### src/rtl/mycpu_pkg.sv
// Shared types and default constants for the CPU bus interface unit.
// The ERR state exists only when CPU_BIU_TIMEOUT_EN is defined.
package mycpu_pkg;

    localparam int unsigned BIU_DATA_W  = 16;
    localparam int unsigned BIU_ADDR_W  = 16;
    localparam int unsigned BIU_TMO_W   = 8;
    localparam int unsigned BIU_TMO_MAX = 255;

`ifdef CPU_BIU_TIMEOUT_EN
    typedef enum logic [1:0] {StIdle, StBusy, StDone, StErr} biu_state_t;
`else
    typedef enum logic [1:0] {StIdle, StBusy, StDone} biu_state_t;
`endif

endpackage

### src/rtl/cpu_biu_if.sv
// Core-side and bus-side signals of the BIU; master = the BIU, slave = core plus bus target.
interface cpu_biu_if
    import mycpu_pkg::*;
#(
    parameter int unsigned DATA_W = BIU_DATA_W,
    parameter int unsigned ADDR_W = BIU_ADDR_W
);
    logic              core_req;
    logic              core_wen;
    logic              core_iom;
    logic [ADDR_W-1:0] core_addr;
    logic [DATA_W-1:0] core_wdata;
    logic [DATA_W-1:0] core_rdata;
    logic              core_done;
    logic              core_stall;
    logic              core_err;
    logic              bus_req;
    logic              bus_wen;
    logic              bus_iom;
    logic [ADDR_W-1:0] bus_addr;
    logic [DATA_W-1:0] bus_wdata;
    logic [DATA_W-1:0] bus_rdata;
    logic              bus_ack;

    modport master (
        input  core_req, core_wen, core_iom, core_addr, core_wdata, bus_rdata, bus_ack,
        output core_rdata, core_done, core_stall, core_err,
        output bus_req, bus_wen, bus_iom, bus_addr, bus_wdata
    );

    modport slave (
        output core_req, core_wen, core_iom, core_addr, core_wdata, bus_rdata, bus_ack,
        input  core_rdata, core_done, core_stall, core_err,
        input  bus_req, bus_wen, bus_iom, bus_addr, bus_wdata
    );

endinterface

### src/rtl/biu_tmo_cnt.sv
// Counts BUSY cycles without ack; hit flags the cycle in which the count reaches TMO_MAX.
module biu_tmo_cnt #(
    parameter int unsigned TMO_W   = 8,
    parameter int unsigned TMO_MAX = 255
) (
    input  logic clk,
    input  logic rst,
    input  logic clr,
    input  logic en,
    output logic hit
);

    logic [TMO_W-1:0] cnt_q;

    always_ff @(posedge clk) begin
        if (rst || clr) begin
            cnt_q <= '0;
        end else if (en) begin
            cnt_q <= cnt_q + TMO_W'(1);
        end
    end

    // cnt_q holds the number of already elapsed wait cycles, so this is the TMO_MAX-th one.
    assign hit = en && (cnt_q == TMO_W'(TMO_MAX - 1));

endmodule

### src/rtl/cpu_biu.sv
// CPU bus interface unit: registers a core request onto the bus and waits for the slave ack.
// Optional ack timeout with abort is enabled by defining CPU_BIU_TIMEOUT_EN.
module cpu_biu
    import mycpu_pkg::*;
#(
    parameter int unsigned DATA_W  = BIU_DATA_W,
    parameter int unsigned ADDR_W  = BIU_ADDR_W,
    parameter int unsigned TMO_W   = BIU_TMO_W,
    parameter int unsigned TMO_MAX = BIU_TMO_MAX
) (
    input logic       clk,
    input logic       rst,
    cpu_biu_if.master bif
);

    biu_state_t        state_q;
    logic              req_q;
    logic              wen_q;
    logic              iom_q;
    logic [ADDR_W-1:0] addr_q;
    logic [DATA_W-1:0] wdata_q;
    logic [DATA_W-1:0] rdata_q;
    logic              done_q;
    logic              tmo_hit;

`ifdef CPU_BIU_TIMEOUT_EN
    logic err_q;

    biu_tmo_cnt #(
        .TMO_W   (TMO_W),
        .TMO_MAX (TMO_MAX)
    ) u_tmo_cnt (
        .clk (clk),
        .rst (rst),
        .clr (state_q == StIdle && bif.core_req),
        .en  (state_q == StBusy && !bif.bus_ack),
        .hit (tmo_hit)
    );

    assign bif.core_err = err_q;
`else
    assign tmo_hit      = 1'b0;
    assign bif.core_err = 1'b0;
`endif

    always_ff @(posedge clk) begin
        if (rst) begin
            state_q <= StIdle;
            req_q   <= 1'b0;
            wen_q   <= 1'b0;
            iom_q   <= 1'b0;
            addr_q  <= '0;
            wdata_q <= '0;
            rdata_q <= '0;
            done_q  <= 1'b0;
`ifdef CPU_BIU_TIMEOUT_EN
            err_q   <= 1'b0;
`endif
        end else begin
            done_q <= 1'b0;
`ifdef CPU_BIU_TIMEOUT_EN
            err_q  <= 1'b0;
`endif
            unique case (state_q)
                StIdle: begin
                    if (bif.core_req) begin
                        wen_q   <= bif.core_wen;
                        iom_q   <= bif.core_iom;
                        addr_q  <= bif.core_addr;
                        wdata_q <= bif.core_wdata;
                        req_q   <= 1'b1;
                        state_q <= StBusy;
                    end
                end
                StBusy: begin
                    // Ack wins over a timeout landing in the same cycle.
                    if (bif.bus_ack) begin
                        if (!wen_q) begin
                            rdata_q <= bif.bus_rdata;
                        end
                        req_q   <= 1'b0;
                        done_q  <= 1'b1;
                        state_q <= StDone;
`ifdef CPU_BIU_TIMEOUT_EN
                    end else if (tmo_hit) begin
                        rdata_q <= '1;
                        req_q   <= 1'b0;
                        done_q  <= 1'b1;
                        err_q   <= 1'b1;
                        state_q <= StErr;
`endif
                    end
                end
                StDone: state_q <= StIdle;
`ifdef CPU_BIU_TIMEOUT_EN
                StErr:  state_q <= StIdle;
`endif
                default: state_q <= StIdle;
            endcase
        end
    end

`ifndef CPU_BIU_TIMEOUT_EN
    logic unused_tmo;
    assign unused_tmo = tmo_hit;
`endif

    // Stall must react to core_req in the same cycle, so it is the one combinational output.
    assign bif.core_stall = !rst && ((state_q == StIdle && bif.core_req) || state_q == StBusy);
    assign bif.core_rdata = rdata_q;
    assign bif.core_done  = done_q;
    assign bif.bus_req    = req_q;
    assign bif.bus_wen    = wen_q;
    assign bif.bus_iom    = iom_q;
    assign bif.bus_addr   = addr_q;
    assign bif.bus_wdata  = wdata_q;

endmodule

### src/flat_wrapper.sv
// flat-port wrapper written by rule: the top's interface ports become plain ports
module cpu_biu_flat import mycpu_pkg::*;
#(
    parameter int unsigned DATA_W  = BIU_DATA_W,
    parameter int unsigned ADDR_W  = BIU_ADDR_W,
    parameter int unsigned TMO_W   = BIU_TMO_W,
    parameter int unsigned TMO_MAX = BIU_TMO_MAX
)
  (clk, rst, bif_core_req, bif_core_wen, bif_core_iom, bif_core_addr, bif_core_wdata, bif_bus_rdata, bif_bus_ack, bif_core_rdata, bif_core_done, bif_core_stall, bif_core_err, bif_bus_req, bif_bus_wen, bif_bus_iom, bif_bus_addr, bif_bus_wdata);
  cpu_biu_if #(.DATA_W(DATA_W), .ADDR_W(ADDR_W)) bif_i ();
  input logic clk;
  input logic rst;
  input wire logic [$bits(bif_i.core_req)-1:0] bif_core_req;
  input wire logic [$bits(bif_i.core_wen)-1:0] bif_core_wen;
  input wire logic [$bits(bif_i.core_iom)-1:0] bif_core_iom;
  input wire logic [$bits(bif_i.core_addr)-1:0] bif_core_addr;
  input wire logic [$bits(bif_i.core_wdata)-1:0] bif_core_wdata;
  input wire logic [$bits(bif_i.bus_rdata)-1:0] bif_bus_rdata;
  input wire logic [$bits(bif_i.bus_ack)-1:0] bif_bus_ack;
  output wire logic [$bits(bif_i.core_rdata)-1:0] bif_core_rdata;
  output wire logic [$bits(bif_i.core_done)-1:0] bif_core_done;
  output wire logic [$bits(bif_i.core_stall)-1:0] bif_core_stall;
  output wire logic [$bits(bif_i.core_err)-1:0] bif_core_err;
  output wire logic [$bits(bif_i.bus_req)-1:0] bif_bus_req;
  output wire logic [$bits(bif_i.bus_wen)-1:0] bif_bus_wen;
  output wire logic [$bits(bif_i.bus_iom)-1:0] bif_bus_iom;
  output wire logic [$bits(bif_i.bus_addr)-1:0] bif_bus_addr;
  output wire logic [$bits(bif_i.bus_wdata)-1:0] bif_bus_wdata;
  assign bif_i.core_req = bif_core_req;
  assign bif_i.core_wen = bif_core_wen;
  assign bif_i.core_iom = bif_core_iom;
  assign bif_i.core_addr = bif_core_addr;
  assign bif_i.core_wdata = bif_core_wdata;
  assign bif_i.bus_rdata = bif_bus_rdata;
  assign bif_i.bus_ack = bif_bus_ack;
  assign bif_core_rdata = bif_i.core_rdata;
  assign bif_core_done = bif_i.core_done;
  assign bif_core_stall = bif_i.core_stall;
  assign bif_core_err = bif_i.core_err;
  assign bif_bus_req = bif_i.bus_req;
  assign bif_bus_wen = bif_i.bus_wen;
  assign bif_bus_iom = bif_i.bus_iom;
  assign bif_bus_addr = bif_i.bus_addr;
  assign bif_bus_wdata = bif_i.bus_wdata;
  cpu_biu #(.DATA_W(DATA_W), .ADDR_W(ADDR_W), .TMO_W(TMO_W), .TMO_MAX(TMO_MAX)) u_core (.clk(clk), .rst(rst), .bif(bif_i));
endmodule
### config.mk
export PLATFORM = sky130hd
export DESIGN_NAME = cpu_biu_flat
export DESIGN_NICKNAME = d
export VERILOG_FILES = /design/src/rtl/mycpu_pkg.sv /design/src/rtl/cpu_biu_if.sv /design/src/rtl/biu_tmo_cnt.sv /design/src/rtl/cpu_biu.sv /design/src/flat_wrapper.sv
export SDC_FILE = /design/constraint.sdc
export NUM_CORES = 1
export LEC_CHECK = 0
export ABC_AREA = 1
export BUFFER_PORTS_ARGS = -buffer_cell sky130_fd_sc_hd__buf_2
export CELL_PAD_IN_SITES_DETAIL_PLACEMENT = 1
export CELL_PAD_IN_SITES_GLOBAL_PLACEMENT = 2
export CORE_MARGIN = 3
export CORE_UTILIZATION = 24
export CTS_CLUSTER_SIZE = 25
export DETAILED_ROUTE_END_ITERATION = 16
export PLACE_DENSITY = 0.77
export RECOVER_POWER = 50
export SYNTH_ARGS = -nofsm -noshare
export SYNTH_HDL_FRONTEND = slang
export SYNTH_SLANG_ARGS = --single-unit
### constraint.sdc
create_clock -name clk -period 1.2 [get_ports clk]
set_input_delay 0.12 -clock clk [delete_from_list [all_inputs] [get_ports clk]]
set_output_delay 0.12 -clock clk [all_outputs]
set_load 0.02 [all_outputs]
Word level (Yosys, flattened, before mapping)

Index checks and enable logic that the tools add are counted.

RAM bits: 0
Latch bits: 0
Word-level logic and storage cells: 31
Bits in read-only memories: 0
Register bits: 54
Output and inout bits: 54
Memories: 0

Equality and inequality tests: 3
Order comparisons: 0
$add $sub $neg: 0
Shifts and indexed selects: 0
Reductions and logical operators: 11
$mul: 0
Div/mod/pow operators: 0
Muxes and demuxes: 7
Bitwise logic cells: 2

Operator list:

| kind                                                 | count |
|---|---|
| AND reduction 3 bit                                  | 2 |
| 2-to-1 mux 2 bit                                     | 2 |
| != test 2 bit (second input constant)                | 2 |
| case mux 2 bit (2 select lines)                      | 1 |
| AND reduction 2 bit                                  | 2 |
| 2-to-1 mux 1 bit                                     | 3 |
| equality test 2 x 1 -> 1 bit (second input constant) | 1 |
| logical AND 1 bit                                    | 2 |
| logical NOT 2 bit                                    | 1 |
| NOT 1 bit                                            | 2 |
| case mux 1 bit (2 select lines)                      | 1 |
| nonzero test 2 bit                                   | 1 |
| OR reduction 2 bit                                   | 1 |
| logical NOT 1 bit                                    | 1 |
| logical OR 1 bit                                     | 1 |

Logic depth before layout (Yosys ltp)

Gate-level depths: netlist (run 1).

Depth after elaboration: 4
Mapped depth: 6

Worst setup path before layout (run 1)

OpenSTA, ideal clock, no wires.

Path type: reg2reg
From: register u_core.wen_q, in the netlist u_core.bif.bus_wen
To: register u_core.rdata_q[4], in the netlist u_core.bif.core_rdata[4]
Cell stages (with the launch flop): 6
Required time: 1.087 ns
Library setup time: 0.113 ns
Path buffers: 1
Path slack: 0.044 ns
Data arrival time: 1.043 ns
Clock period less this slack: 1.156 ns
Path through: dfxtp_1 -> nor2_1 -> buf_6 -> nand3_1 -> nand2_1 -> nor2_1

Longest elaborated chain between the ends: 2

RTL lines:

| element                              | line          | source |
|---|---|---|
| start: declaration                   | cpu_biu.sv:18 | `logic wen_q;` |
| start signal: assignment             | cpu_biu.sv:67 | `wen_q <= bif.core_wen;` |
| NOT 1 bit (no source line)           | n/a           |  |
| AND reduction 3 bit (no source line) | n/a           |  |
| end signal: assignment               | cpu_biu.sv:79 | `rdata_q <= bif.bus_rdata;` |
| end: declaration                     | cpu_biu.sv:22 | `logic [DATA_W-1:0] rdata_q;` |

Every way passes these cells.
A chain may end at the register's enable or synchronous reset.

Final worst setup path (run 1)

From: register u_core.state_q[1]
To: output port bif_core_stall

Longest elaborated chain between the ends: 4
Elaborated cells on any way between the ends: 5
Those cells by class: 1 x eq/ne; 4 x reduce/logical

RTL lines:

| element                  | line               | source |
|---|---|---|
| start: declaration       | cpu_biu.sv:16      | `biu_state_t state_q;` |
| start signal: assignment | cpu_biu.sv:48      | `state_q <= StIdle;` |
| start signal: assignment | cpu_biu.sv:72      | `state_q <= StBusy;` |
| start signal: assignment | cpu_biu.sv:83      | `state_q <= StDone;` |
| logical NOT 2 bit        | cpu_biu.sv:109     | `assign bif.core_stall = !rst && ((state_q == StIdle && bif.core_req) \|\| state_q == StBusy);` |
| logical AND 1 bit        | cpu_biu.sv:109     |  |
| logical OR 1 bit *       | cpu_biu.sv:109     |  |
| logical AND 1 bit *      | cpu_biu.sv:109     |  |
| end: declaration         | flat_wrapper.sv:22 | `output wire logic [$bits(bif_i.core_stall)-1:0] bif_core_stall;` |

Every way passes the cells marked *; elsewhere a longest branch is shown, timed or not.

==> metrics, run 1 <==
Clock transition at path regs ~90 ps; GR Util All Layers 0.1279; RSZ-0062 raised after global routing yes; final hold violation count 0; sequential-to-total area share from yosys stat 0.4779; Overflow after GRT 0; cells after synthesis 311; Core Region 8934 um^2; ANT nets after route 0; die height between 100 and 150 um; die width 103.1 um; Fin Hold WS 63.26 ps; clock buffer depth 2; I/O Buffers roughly 110; synthesized flop and latch total 54; Gate power share 0.253; Hold Path Class primary input to flip-flop; Clock Skews just over 10 ps; Antenna diodes 0; Synth warnings 0; Seq pwr share 0.490; pwr/cell area 1270 nW/um^2; TritonCTS Sinks 54; Slew Limit Fails 0; Synthesized Nets 365; status complete, but fails checks; row count 34; GP Congestion approximately 0.70; Netlist cell types 17; vias in the first global route 2347; Clock Tree Root clkbuf_8; DP Cell Count 518; Layout fillers 1162; Setup crit start kind flip-flop; syn avg cell area roughly 7.3 um^2; hpwl dp 4.865 mm; hold_sp rst; CP endpoint kind output pin; flop-to-flop setup slack 60 ps; Initial Util 0.2532; fin cells 533; switch share 0.3053; wire length per cell 13.30 um; Final period util 1.048; Final min period approximately 1300 ps; initial antenna violation count 0; failing checks negative setup slack; CTS tree built; # DRC 0; CP required 1080 ps; max cap viols 0; Worst Setup SP u_core.state_q[1]$_SDFFE_PP0P_; # IOs approximately 110; sw power 1.249 mW; fraction of layout cells with a size suffix above 1 0.3388; vias between 2000 and 2500; first-pass GRT wire length 10.79 mm; Leak between 1.5 and 2 nW; DR iter-0 viols 43; Setup WS post-layout -58.12 ps; Fmax approximately 0.8 GHz; DIE AREA 10630 um^2; R2R Path End u_core.bif.bus_addr[5]$_SDFFE_PP0P_; most frequent cells in the layout buf_2 (105), nor2_1 (102), nand2_1 (53), dfxtp_1 (52), nand3b_1 (34); WS Path Type flip-flop to output pin; Setup Viol. Count Final 1; Synth Cell Area 2262 um^2; largest net degree at the start of global routing 33; most common cell after layout, fill and taps aside buf_2; area grow syn2layout 42.37%; R2R cell count 7; Clock Latency Late Sink 300 ps; WL final 7.087 mm; worst flop-to-flop path startpoint u_core.state_q[1]$_SDFFE_PP0P_; Place WS 75.43 ps; Critical Path AT 1140 ps; Worst Path Max Fanout 3; vias per inst 4.263; DRT Pass-1 Iters 4; Peak VDD IR 664.6 uV; Worst Setup EP bif_core_stall; TritonCTS Buffers 5; Pint 2.841 mW; clock share of power 0.257; Layout Nets 478; H-tree Lvls 2
-- cells by family after synthesis --
family / share of synthesized area
other cells: 0.001658
simple gates: 0.4264
buf+inv: 0.08739
compound gates: 0.006635
flops: 0.4779
-- power groups by stage --
stage	Clock (mW)	Combinational [mW]	Sequential, mW
floorplan	0	0.408	2.21
detailed placement	0	0.942	2.05
CTS	1.12	0.959	2.01
global placement	0	0.928	2.04
global route	1.17	1.16	2.03
finish	1.05	1.03	2.00
-- registers in the layout, summed over array words and instances, names as in the netlist --
signal                 cells
u_core.bif.bus_addr       16
u_core.bif.bus_wdata      16
u_core.bif.core_rdata     16
u_core.state_q             2
u_core.bif.bus_iom         1
u_core.bif.bus_req         1
u_core.bif.bus_wen         1
u_core.bif.core_done       1
-- per-layer routing --
metal  track usage  part of all wire
met3       0.04601             0.084
met1        0.1493              0.42
met5             0                 0
met4       0.03287            0.0083
met2        0.2220              0.49
-- stage by stage --
step | total power, mW | utilization | setup TNS, ps | instance area, um^2
after CTS | 4.085 | 0.3454 | -104.7 | 3085
after detailed placement | 2.992 | 0.3319 | 0 | 2965
after global placement | 2.972 | 0.3319 | 0 | 2965
after floorplan | 2.619 | - | 0 | 2262
final | 4.090 | 0.3605 | -58.12 | 3221
after global routing | 4.358 | 0.3605 | -218.6 | 3221
-- worst min path at each step --
stage,slack [ps],cells after the start,end
2_1_floorplan,190,1,u_core.bif.bus_req$_SDFFE_PP0P_
3_3_place_gp,370,2,u_core.state_q[0]$_SDFFE_PP0P_
3_5_place_dp,380,2,u_core.bif.core_done$_SDFF_PP0_
4_1_cts,50,2,u_core.state_q[0]$_SDFFE_PP0P_
5_1_grt,70,2,u_core.bif.bus_req$_SDFFE_PP0P_
6_report,60,2,u_core.state_q[0]$_SDFFE_PP0P_
-- worst max-delay path, stage by stage, from the launching register on --
cell     delay (ps)
dfxtp_4         370
nor2_4          110
nand2_2          80
a21oi_2         130
buf_4           150
-- cell usage after synthesis --
cell / n / area, um^2
buf_4: 4 / 30.03
nand3_1: 17 / 85.08
nor2_1: 103 / 386.6
nor2_2: 1 / 6.260
dfxtp_1: 54 / 1081
clkbuf_1: 5 / 18.77
inv_2: 2 / 7.510
nand2_2: 1 / 6.260
buf_1: 2 / 7.510
nand3b_1: 34 / 255.2
nor2_4: 2 / 22.52
buf_6: 3 / 33.78
a21oi_1: 3 / 15.01
inv_1: 20 / 75.07
buf_2: 5 / 25.02
nand2_1: 54 / 202.7
conb_1: 1 / 3.750
-- final cells by class --
| cell class | instances | area (um^2) | share of cell area |
|---|---|---|---|
| multi-input combinational | 216 | 992.2 | 0.3081 |
| tap | 108 | 135.1 | 0.04196 |
| sequential | 54 | 1089 | 0.3380 |
| clock inverter | 1 | 5.005 | 0.001554 |
| timing repair buffer | 125 | 823.3 | 0.2556 |
| inverter | 22 | 90.09 | 0.02797 |
| clock buffer | 7 | 86.33 | 0.02681 |
-- what timing repair did --
item                       CTS  global route
buffers inserted             2             1
setup endpoints to repair    1            32
cloned                       0             5
gates resized for setup      6             9
pin swaps                    2            13
hold buffers                 0             0
(Power assumes the default switching activity.)
==> inputs of run 2 (changes only) <==
Settings changed: SKIP_CTS_REPAIR_TIMING set to 1.
==> run 2 against run 1 <==
Net effect: the run still ends with negative setup slack left; global-route usage down 0.11 points; cell area decreased by 6.5%; register-to-register slack improved by 80 ps; clock skew decreased by 0.80 ps; flip-flop and latch count unchanged; critical endpoint unchanged; sequential power is essentially flat; die area is the same.
==> metrics, run 2 (synthesized netlist as in run 1, its figures left out) <==
GR Util All Layers 0.1268; TritonCTS Buffers 5; Post-Route Utilization 0.3371; Final min period 1299 ps; Layout Nets 472; fraction of layout cells with a size suffix above 1 0.2053; DP Cell Count 518; H-tree Lvls 2; largest net degree at the start of global routing 33; worst flop-to-flop path startpoint u_core.state_q[0]$_SDFFE_PP0P_; wire length per cell 12.43 um; vias per inst between 4 and 5; Leak 1.423 nW; Pint between 2 and 3 mW; sw power 1.211 mW; die height approximately 100 um; WL final around 6.6 mm; die width 103.1 um; Critical Path AT 1180 ps; most common cell after layout, fill and taps aside nor2_1; RSZ-0062 raised after global routing yes; Setup Viol. Count Final 1; Core Region about 8900 um^2; # IOs 108; Fmax 0.7701 GHz; first-pass GRT wire length 10.69 mm; Clock transition at path regs around 90 ps; DIE AREA ~11000 um^2; DRT Pass-1 Iters 2; Hold Path Class primary input to flip-flop; Peak VDD IR ~640 uV; Final period util 1.082; initial antenna violation count 0; Worst Path Max Fanout 4; switch share 0.3065; Setup crit start kind flip-flop; pwr/cell area 1312 nW/um^2; WS Path Type flip-flop to output pin; Setup WS post-layout -98.58 ps; area grow syn2layout 33.13%; max cap viols 0; failing checks negative setup slack; # DRC 0; Layout fillers 1174; TritonCTS Sinks 54; Setup TNS -98.58 ps; row count 34; Clock Latency Late Sink around 300 ps; Slew Limit Fails 0; GP Congestion roughly 0.7; status complete, but fails checks; vias in the first global route 2322; CP required around 1100 ps; DR iter-0 viols 41; Clock Skews between 9 and 10 ps; Worst Setup SP u_core.state_q[0]$_SDFFE_PP0P_; final hold violation count 0; vias 2241; ANT nets after route 0; Seq pwr share 0.509; I/O Buffers roughly 110; CP endpoint kind output pin; Gate power share 0.227; clock buffer depth 2; hpwl dp 4.865 mm; Antenna diodes 0; hold_sp rst; overall power 3.951 mW; Initial Util 0.2532; fin cells between 500 and 600; Overflow after GRT 0; clock share of power 0.265; Clock Tree Root clkbuf_8; most frequent cells in the layout nor2_1 (103), buf_2 (56), nand2_1 (54), dfxtp_1 (52), clkbuf_1 (50); CTS tree built
-- run 2: cell count changes in the layout (fill, tap and decap cells not counted), sizes merged --
cell | before | now
buf | 121 | 70
clkbuf | 11 | 56
-- run 2: power by group through the flow --
stage,clock [mW],sequential [mW],combinational (mW)
after floorplan,0,2.21,0.408
after global placement,0,2.04,0.928
after detailed placement,0,2.05,0.942
after CTS,1.12,2.01,0.944
after global routing,1.18,2.03,1.01
final,1.05,2.01,0.895
-- run 2: critical path, cell delays in order, from the launching register on --
cell     delay, ps
dfxtp_2        360
nor2_4         130
nand2_2         90
a21oi_2        140
buf_4          150
-- run 2: final timing paths --
check	to	slack (ps)	depth (start not counted)
setup / recovery	bif_core_stall	-100	4
hold / removal	u_core.state_q[0]$_SDFFE_PP0P_	60	2
setup reg to reg	u_core.bif.bus_wdata[4]$_SDFFE_PP0P_	140	6
hold reg to reg	u_core.bif.core_rdata[13]$_SDFFE_PP0P_	480	2
-- run 2: layout make-up --
class                      instances  area [um^2]  share of cell area
inverter                          22        82.58             0.02742
sequential                        54         1084              0.3598
timing repair buffer             119        631.9              0.2098
multi-input combinational        216        987.2              0.3278
clock inverter                     1        5.005            0.001662
clock buffer                       7        86.33             0.02867
tap                              108        135.1             0.04487
-- run 2: metal layers --
layer	vias up	track usage	wire length [um]
met3	8	0.04601	581
met5	-	0	0
met2	66	0.2190	3131
li1	1163	-	-
met4	0	0.03287	70
met1	1004	0.1485	2770
-- run 2: stage by stage --
stage	worst slack, ps	hold WS (ps)	area, um^2
6_report	-98.58	62.50	3012
5_1_grt	-185.1	58.15	3012
4_1_cts	-232.2	43.00	3057
3_5_place_dp	75.43	381.1	2965
3_3_place_gp	136.8	365.5	2965
2_1_floorplan	44.00	189.1	2262
==> inputs of run 3 (changes only) <==
Settings changed: CORE_UTILIZATION 24 to 21, PLACE_DENSITY 0.77 to 0.71, TNS_END_PERCENT set to 1.
Clock period 1.2 ns to 1.05 ns, I/O delays scaled along.
==> run 3 against run 2 <==
Net effect: worst setup slack worse by 190 ps; the flow still finishes with violations (negative setup slack); cell area grew 6.3%; clock power up 34%; first-iteration DRC count is 90% higher; flip-flop and latch count unchanged; die area increased by 13%; routed wire length increased by 5.1%; global-route usage shrank 1.3 points; highest routed layer unchanged; critical path depth did not move; worst hold slack improved by 3.8 ps.
==> metrics, run 3 (synthesized netlist as in run 1, its figures left out) <==
switch share 0.2989; Setup TNS -3781 ps; Clock Latency Late Sink 300 ps; Critical Path AT around 1200 ps; max cap viols 0; clock share of power 0.292; Slew Limit Fails 0; R2R cell count 7; max incr delay on CP 380 ps; failing checks negative setup slack; # DRC 0; Seq pwr share 0.477; die height 109.8 um; crit-path cells nor2_4 -> nand2_4 -> a21oi_4 -> buf_6; Clock Skews 7.865 ps; wire length per cell 12.35 um; # IOs roughly 110; Setup crit start kind flip-flop; DP Cell Count 547; Peak VDD IR 511.2 uV; die width 109.8 um; DRT Pass-1 Iters 4; most common cell after layout, fill and taps aside nor2_1; DR iter-0 viols 78; Setup Viol. Count Final 35; WHS Path Cells 2; Worst Path Max Fanout 4; Worst Path Buf+Inv 1; Post-Route Utilization 0.3073; vias approximately 2300; cell family with most CP delay flip-flops; Antenna diodes 0; initial antenna violation count 0; row count 37; Leak about 1.6 nW; Slowest cell on crit path dfxtp_4; Layout Nets between 400 and 500; CTS tree built; I/O Buffers around 110; Pint 3.378 mW; Hold Path Class primary input to flip-flop; Final min period 1335 ps; overall power 4.817 mW; vias per inst 4.095; first-pass GRT wire length 10.78 mm; most frequent cells in the layout nor2_1 (101), buf_2 (80), nand2_1 (53), dfxtp_1 (51), nand3b_1 (34); TritonCTS Sinks 54; Setup WS post-layout -285.1 ps; area of the multi-input gates 1021 um^2; WL final 6.889 mm; Place WS -54.27 ps; largest net degree at the start of global routing 42; Core Region ~10000 um^2; GR Util All Layers 0.1139; Overflow after GRT 0; H-tree Lvls 2; CP endpoint kind output pin; Clock transition at path regs 100 ps; WS Path Type flip-flop to output pin; sw power 1.440 mW; clock buffer depth 2; fraction of layout cells with a size suffix above 1 0.3365; DIE AREA roughly 12000 um^2; area grow syn2layout 41.48%; CP required 940 ps; status complete, but fails checks; GP Congestion about 0.7; RSZ-0062 raised after global routing yes; Initial Util 0.2172; TritonCTS Buffers 5; hpwl dp approximately 4.9 mm; Final period util 1.272; pwr/cell area around 1500 nW/um^2; fin cells 558; ANT nets after route 0; final hold violation count 0; Fmax 0.7490 GHz; Reg area 1087 um^2; Gate power share 0.231; CP Depth 4; Layout fillers 1325; Clock Tree Root clkbuf_8; vias in the first global route 2175
[run 3: cell types whose count changed in the layout (fill, tap and decap cells not counted), sizes merged]
cell    previous run  this run
clkinv             1         0
buf               70        97
bufinv             0         1
clkbuf            56        32
[run 3: area by class of cell]
class	count	share of cell area
Clock buffer	7	0.02385
Tap cell	136	0.05317
Sequential cell	54	0.3397
Inverter	22	0.02658
Timing Repair Buffer	122	0.2283
Multi-Input combinational cell	216	0.3190
Clock inverter	1	0.009382
[run 3: metrics by stage]
stage / hold slack [ps] / instance area, um^2
after detailed placement: 393.8 / 3032
after global placement: 388.9 / 3032
final: 66.27 / 3201
after CTS: 50.49 / 3138
after global routing: 55.63 / 3201
after floorplan: 174.1 / 2273
[run 3: worst paths after layout]
| kind | startpoint | endpoint | slack (ps) |
|---|---|---|---|
| worst max-delay path | u_core.state_q[0]$_SDFFE_PP0P_ | bif_core_stall | -290 |
| worst min-delay path | rst | u_core.state_q[0]$_SDFFE_PP0P_ | 70 |
| worst max register to register | u_core.state_q[0]$_SDFFE_PP0P_ | u_core.bif.bus_addr[2]$_SDFFE_PP0P_ | -120 |
| worst min register to register | u_core.bif.bus_req$_SDFFE_PP0P_ | u_core.bif.bus_req$_SDFFE_PP0P_ | 470 |
[run 3: layer usage]
| layer | share of wire | global-route usage | vias to the layer above |
|---|---|---|---|
| li1 | - | - | 1166 |
| met3 | 0.061 | 0.02760 | 5 |
| met4 | 0.0083 | 0.03473 | 0 |
| met1 | 0.44 | 0.1396 | 1052 |
| met2 | 0.49 | 0.1958 | 62 |
| met5 | 0 | 0 | - |
[run 3: power by group through the flow]
stage	combinational [mW]	sequential [mW]	clock, mW
floorplan	0.472	2.53	0
global placement	1.08	2.34	0
detailed placement	1.10	2.35	0
CTS	1.11	2.30	1.50
global route	1.25	2.32	1.57
finish	1.11	2.30	1.41
